## src/rtl/status_reg_bank.sv

```systemverilog
// Status register bank: sticky hard errors, saturating soft-error counters with
// threshold flags, split-timestamp snapshot and live status words behind an IPbus port.
module status_reg_bank #(
    parameter int N_ERR     = 8,
    parameter int N_SOFT    = 3,
    parameter int CNT_WIDTH = 32,
    parameter int N_LIVE    = 12,
    parameter int TS_WIDTH  = 44
) (
    input  logic                          clk,
    input  logic                          reset,
    input  logic [N_ERR-1:0]              err_in,
    input  logic [N_SOFT-1:0]             soft_evt,
    input  logic [N_SOFT*CNT_WIDTH-1:0]   soft_thres,
    input  logic [N_LIVE*32-1:0]          live_status,
    input  logic [TS_WIDTH-1:0]           ts_in,
    input  logic                          ipb_strobe,
    input  logic                          ipb_write,
    input  logic [7:0]                    ipb_addr,
    input  logic [31:0]                   ipb_wdata,
    output logic [31:0]                   ipb_rdata,
    output logic                          ipb_ack,
    output logic [N_ERR-1:0]              err_sticky,
    output logic [N_SOFT-1:0]             soft_error,
    output logic                          any_error
);

    localparam int SH_W = TS_WIDTH - 32;
    localparam logic [CNT_WIDTH-1:0] CNT_ONE = {{(CNT_WIDTH-1){1'b0}}, 1'b1};

    logic                 accept;
    logic                 is_wr;
    logic                 is_rd;
    logic [N_ERR-1:0]     err_clr;
    logic [N_SOFT-1:0]    soft_clr;
    logic [31:0]          rd_mux;
    logic [CNT_WIDTH-1:0] thres [N_SOFT];

    logic                 ack_d,    ack_q;
    logic [31:0]          rdata_d,  rdata_q;
    logic [N_ERR-1:0]     err_d,    err_q;
    logic [N_SOFT-1:0]    soft_d,   soft_q;
    logic [CNT_WIDTH-1:0] cnt_d [N_SOFT];
    logic [CNT_WIDTH-1:0] cnt_q [N_SOFT];
    logic [SH_W-1:0]      shadow_d, shadow_q;
    logic                 any_d,    any_q;

    always_comb begin
        accept   = ipb_strobe & ~ack_q;
        is_wr    = accept & ipb_write;
        is_rd    = accept & ~ipb_write;
        err_clr  = '0;
        soft_clr = '0;
        if (is_wr && ipb_addr == 8'h00) err_clr  = ipb_wdata[N_ERR-1:0];
        if (is_wr && ipb_addr == 8'h01) soft_clr = ipb_wdata[N_SOFT-1:0];
        for (int i = 0; i < N_SOFT; i++) begin
            thres[i] = soft_thres[i*CNT_WIDTH +: CNT_WIDTH];
        end
    end

    always_comb begin
        rd_mux = '0;
        case (ipb_addr)
            8'h00:   rd_mux[N_ERR-1:0]  = err_q;
            8'h01:   rd_mux[N_SOFT-1:0] = soft_q;
            8'h02:   rd_mux             = ts_in[31:0];
            8'h03:   rd_mux[SH_W-1:0]   = shadow_q;
            default: ;
        endcase
        for (int i = 0; i < N_SOFT; i++) begin
            if (ipb_addr == (8'h10 | 8'(i))) rd_mux[CNT_WIDTH-1:0] = cnt_q[i];
            if (ipb_addr == (8'h20 | 8'(i))) rd_mux[CNT_WIDTH-1:0] = thres[i];
        end
        for (int j = 0; j < N_LIVE; j++) begin
            if (ipb_addr == (8'h40 + 8'(j))) rd_mux = live_status[j*32 +: 32];
        end
    end

    always_comb begin
        ack_d    = accept;
        rdata_d  = rdata_q;
        if (accept) rdata_d = ipb_write ? 32'h0 : rd_mux;
        // A new error in the same cycle as its W1C clear keeps the bit set.
        err_d    = (err_q & ~err_clr) | err_in;
        shadow_d = shadow_q;
        if (is_rd && ipb_addr == 8'h02) shadow_d = ts_in[TS_WIDTH-1:32];
        for (int i = 0; i < N_SOFT; i++) begin
            cnt_d[i] = cnt_q[i];
            if (soft_clr[i]) begin
                cnt_d[i] = '0;
            end else if (soft_evt[i] && cnt_q[i] != '1) begin
                cnt_d[i] = cnt_q[i] + CNT_ONE;
            end
            soft_d[i] = soft_clr[i] ? 1'b0
                      : soft_q[i] | ((thres[i] != '0) && (cnt_q[i] >= thres[i]));
        end
        any_d = (|err_q) | (|soft_q);
    end

    always_ff @(posedge clk or posedge reset) begin
        if (reset) begin
            ack_q    <= 1'b0;
            rdata_q  <= '0;
            err_q    <= '0;
            soft_q   <= '0;
            shadow_q <= '0;
            any_q    <= 1'b0;
            for (int i = 0; i < N_SOFT; i++) cnt_q[i] <= '0;
        end else begin
            ack_q    <= ack_d;
            rdata_q  <= rdata_d;
            err_q    <= err_d;
            soft_q   <= soft_d;
            shadow_q <= shadow_d;
            any_q    <= any_d;
            for (int i = 0; i < N_SOFT; i++) cnt_q[i] <= cnt_d[i];
        end
    end

    assign ipb_ack    = ack_q;
    assign ipb_rdata  = rdata_q;
    assign err_sticky = err_q;
    assign soft_error = soft_q;
    assign any_error  = any_q;

endmodule

```

## config.mk

```make
export PLATFORM = sky130hd
export DESIGN_NAME = status_reg_bank
export DESIGN_NICKNAME = d
export VERILOG_FILES = /design/src/rtl/status_reg_bank.sv
export SDC_FILE = /design/constraint.sdc
export NUM_CORES = 1
export LEC_CHECK = 0
export CELL_PAD_IN_SITES_DETAIL_PLACEMENT = 2
export CELL_PAD_IN_SITES_GLOBAL_PLACEMENT = 2
export CORE_MARGIN = 2
export CORE_UTILIZATION = 24
export CTS_CLUSTER_DIAMETER = 80
export DETAILED_ROUTE_END_ITERATION = 10
export PLACE_DENSITY_LB_ADDON = 0.1
export RECOVER_POWER = 100
export SETUP_SLACK_MARGIN = 0.02
export SYNTH_ARGS = -nofsm -noshare
export SYNTH_HDL_FRONTEND = slang
export SYNTH_SLANG_ARGS = --single-unit
```

## constraint.sdc

```tcl
create_clock -name clk -period 5.7 [get_ports clk]
set_input_delay 0.855 -clock clk [delete_from_list [all_inputs] [get_ports clk]]
set_output_delay 0.855 -clock clk [all_outputs]
set_load 0.005 [all_outputs]
```

==> key figures <==
Hold path
  • Worst hold path class: register to register

Placement
  • DP Worst Slack: between 1 and 1.5 ns
  • Detailed placer's ending HPWL: slightly below 100000 microns
  • Port bufs: between 500 and 600
  • Gpl congestion: 0.950

Logic synthesis
  • Synth area leader: dfrtp_1
  • Synth Instances: around 1800
  • Post-synthesis average cell area: 8.09 sq um
  • Mapped Area: 14900 sq um
  • EDFF count, synth: 0
  • Largest cells by area after synthesis: dfrtp_1 26%, ha_1 8.3%, nor2_1 4.1%
  • Synthesized Nets: 2518
  • Top-count cell post-synth: nor2_1
  • Synthesis warning total: 0
  • Ys async rst share: 100%
  • Ys flop type: dfrtp_1
  • Post-synthesis sequential area ratio: between 20% and 30%
  • Share of the synthesized area in the top cell type: between 20% and 30%
  • Unique masters post-synth: approximately 90
  • Commonest cells post-synth: 162 x nor2_1, 153 x dfrtp_1, 120 x nand2_1
  • Seq cells post-synth: 153

Pwr
  • Clk pwr share: a little over a third
  • Sequential Power Share: 34.8%
  • Pleak: between 9 and 10 nW
  • Peak supply drop: 0.259 mV
  • Combinational share of power: roughly 30%
  • Power Density: between 150 and 200 nW/um^2
  • Sw frac: between 30% and 40%
  • Pint: about 2.5 mW
  • Sw power: 1.35 mW

Drt
  • Avg WL per Cell: between 30 and 40 microns
  • Antenna viol nets, final: 0
  • DRT Wirelength: between 100000 and 150000 microns
  • Vias: ~19000
  • DR DRC count: 0
  • First-pass DRT Iterations: 6
  • Vias/cell: ~5.9
  • DRT iter0 DRCs: approximately 1700

Clock network
  • CTS HTree Levels: 4
  • Worst skew pair latency: 0.52 ns
  • Longest Clk Path Bufs: 2
  • CTS tree: done
  • Reg clk slew, reported paths: 0.08 ns
  • CTS buffer count: 17
  • Post-CTS Hold Buffers: 0
  • Clock root buffer: clkbuf_16
  • Post-CTS Setup Inserts: 0
  • Clk sinks: approximately 150
  • CTS resizes: 0

Outcome
  • Status: complete, but fails checks
  • Failing checks: capacitance limit, slew limit

Setup path
  • Most common cell on crit path: clkbuf_1
  • Type of destination of the critical path: register
  • Critical path required time: between 6 and 7 ns
  • Crit-path max cell delay: about 1.1 ns
  • Max stage delay cell, worst path: clkbuf_1
  • Crit Path Class: primary input to register
  • Worst-path cell chain: dlygate4sd3_1 -> clkbuf_1 -> nor4_2 -> clkbuf_1 -> nand2_1 -> o211ai_1 -> a22oi_1 -> o31ai_1 -> a21oi_1
  • CP arrival: 5.11 ns
  • Worst-path fanout max: 21
  • Worst setup SP type: primary input

Finish
  • Register area: approximately 3800 sq um
  • Filler instances: about 7000
  • Share of cells above drive strength 1: roughly 6%
  • Nets@finish: a little over 3000
  • Multi-input gate area: slightly above 10000 sq um
  • Area Overhead vs Synth: 50.9%

Timing
  • Final-report max-slew violation count: around 210
  • PnR worst setup slack: approximately 1 ns
  • Worst slew pin tran: 3.61 ns
  • Tcrit/Tclk final: 82.9%
  • Unrepaired setup endpoints after global routing: false
  • Final hold vios: 0
  • Final setup vio count: 0
  • Max Clock Freq: ~210 MHz
  • Rel. slew slack: -142%
  • Final Skew: approximately 0.016 ns
  • Setup TNS: 0 ns
  • Min Tclk post-route: 4.73 ns

Floorplanning
  • Die ar.: 64100 sq um
  • Starting Density: 24.2%
  • Core ar.: 61500 sq um
  • Die Width: 253 microns
  • # rows: between 90 and 100
  • IO Count: around 620
  • Die height: 253 microns

GRT
  • First-pass GRT wire length: between 150000 and 200000 microns
  • Initial antenna violation count: 29
  • Grt total ovfl: 0
  • Met3 Resource Use GR: around 8.6%
  • Largest net degree at the start of global routing: between 90 and 100
  • Gr usage total: a little under two fifths
  • Met1 GRT Util: 44.4%
  • Routing usage on met2: about 61%
  • GRT busiest layer: met2
  • Number of global-route vias before repair: between 20000 and 25000

Flow run
  • Max cap viols: 5
[power groups by stage]
| stage | clock [mW] | sequential (mW) | combinational (mW) |
|---|---|---|---|
| 4_1_cts | 1.37 | 1.35 | 1.18 |
| 5_1_grt | 1.40 | 1.36 | 1.27 |
| 3_3_place_gp | 0 | 1.36 | 1.13 |
| 6_report | 1.36 | 1.35 | 1.18 |
| 2_1_floorplan | 0 | 1.28 | 0.463 |
| 3_5_place_dp | 0 | 1.37 | 1.17 |
[through the flow]
| stage | power (mW) | instance area [sq um] | hold WS, ns | instances | utilization (%) |
|---|---|---|---|---|---|
| after detailed placement | 2.53 | 21800 | 0.482 | 3172 | 35.5 |
| final | 3.89 | 22500 | 0.485 | 3223 | 36.5 |
| after global routing | 4.04 | 22500 | 0.516 | 3216 | 36.5 |
| after global placement | 2.49 | 21800 | 0.464 | 3172 | 35.5 |
| after CTS | 3.90 | 22500 | 0.498 | 3204 | 36.6 |
| after floorplan | 1.74 | 14900 | 0.459 | 1840 | - |
[worst max-delay path, delay by kind of cell]
kind,cells,cell delay [ns]
buffers and inverters,3,2.16
and+or+nand+nor,2,0.73
AOI/OAI and AO/OA,4,1.32
[state kept, by name, indices dropped and copies added (netlist names)]
register	count
shadow_q	12
ipb_ack	1
cnt_q	96
ipb_rdata	32
soft_error	3
err_sticky	8
any_error	1
[layout by cell type (no fill, tap or decap), types with 51 or more instances in the layout]
cell / n
nor2_1: 162
ha_1: 99
nand4_1: 57
buf_4: 51
o21ai_0: 105
a21oi_1: 119
nand3_1: 63
inv_1: 118
nand2_1: 120
clkdlybuf4s50_1: 548
dfrtp_1: 153
a22oi_1: 78
[worst paths after layout]
check / startpoint / endpoint / slack [ns] / cells after the start
setup / recovery: ipb_addr[2] / ipb_rdata[15]$_DFFE_PP0P_ / 0.97 / 9
hold / removal: ipb_rdata[18]$_DFFE_PP0P_ / ipb_rdata[18]$_DFFE_PP0P_ / 0.48 / 2
setup reg to reg: ipb_ack$_DFF_PP0_ / ipb_rdata[29]$_DFFE_PP0P_ / 1.92 / 10
hold reg to reg: ipb_rdata[18]$_DFFE_PP0P_ / ipb_rdata[18]$_DFFE_PP0P_ / 0.48 / 2
max in group asynchronous: reset / ipb_rdata[13]$_DFFE_PP0P_ / 2.20 / 3
min in group asynchronous: reset / cnt_q[56]$_DFFE_PP0P_ / 1.86 / 2
[logic make-up after synthesis]
family          count (synthesis)  synth area share, %
flops                         153                 25.7
xor+xnor                       83                 4.88
buf+inv                       239                 6.98
compound gates                612                 28.8
fa+ha+maj                      99                 8.32
simple gates                  614                 22.1
mux                            40                 3.23
[layer usage]
layer  part of all wire [%]  wire (microns)  vias to the layer above
met2                     47           56700                      860
met1                     40           48100                     9839
met5                  0.094             112                        -
met4                    4.9            5820                       18
li1                       -               -                     8161
met3                    7.4            8860                      192
[final cells by class]
cell class / count / share of cell area, %
diodes: 19 / 0.212
clock buffers: 21 / 2.14
clock inverters: 11 / 0.746
inverters: 119 / 1.99
multi-input cells: 1448 / 44.9
flip-flops and latches: 153 / 17.0
well taps: 790 / 4.40
repair buffers: 662 / 28.6
(Power assumes the default switching activity.)
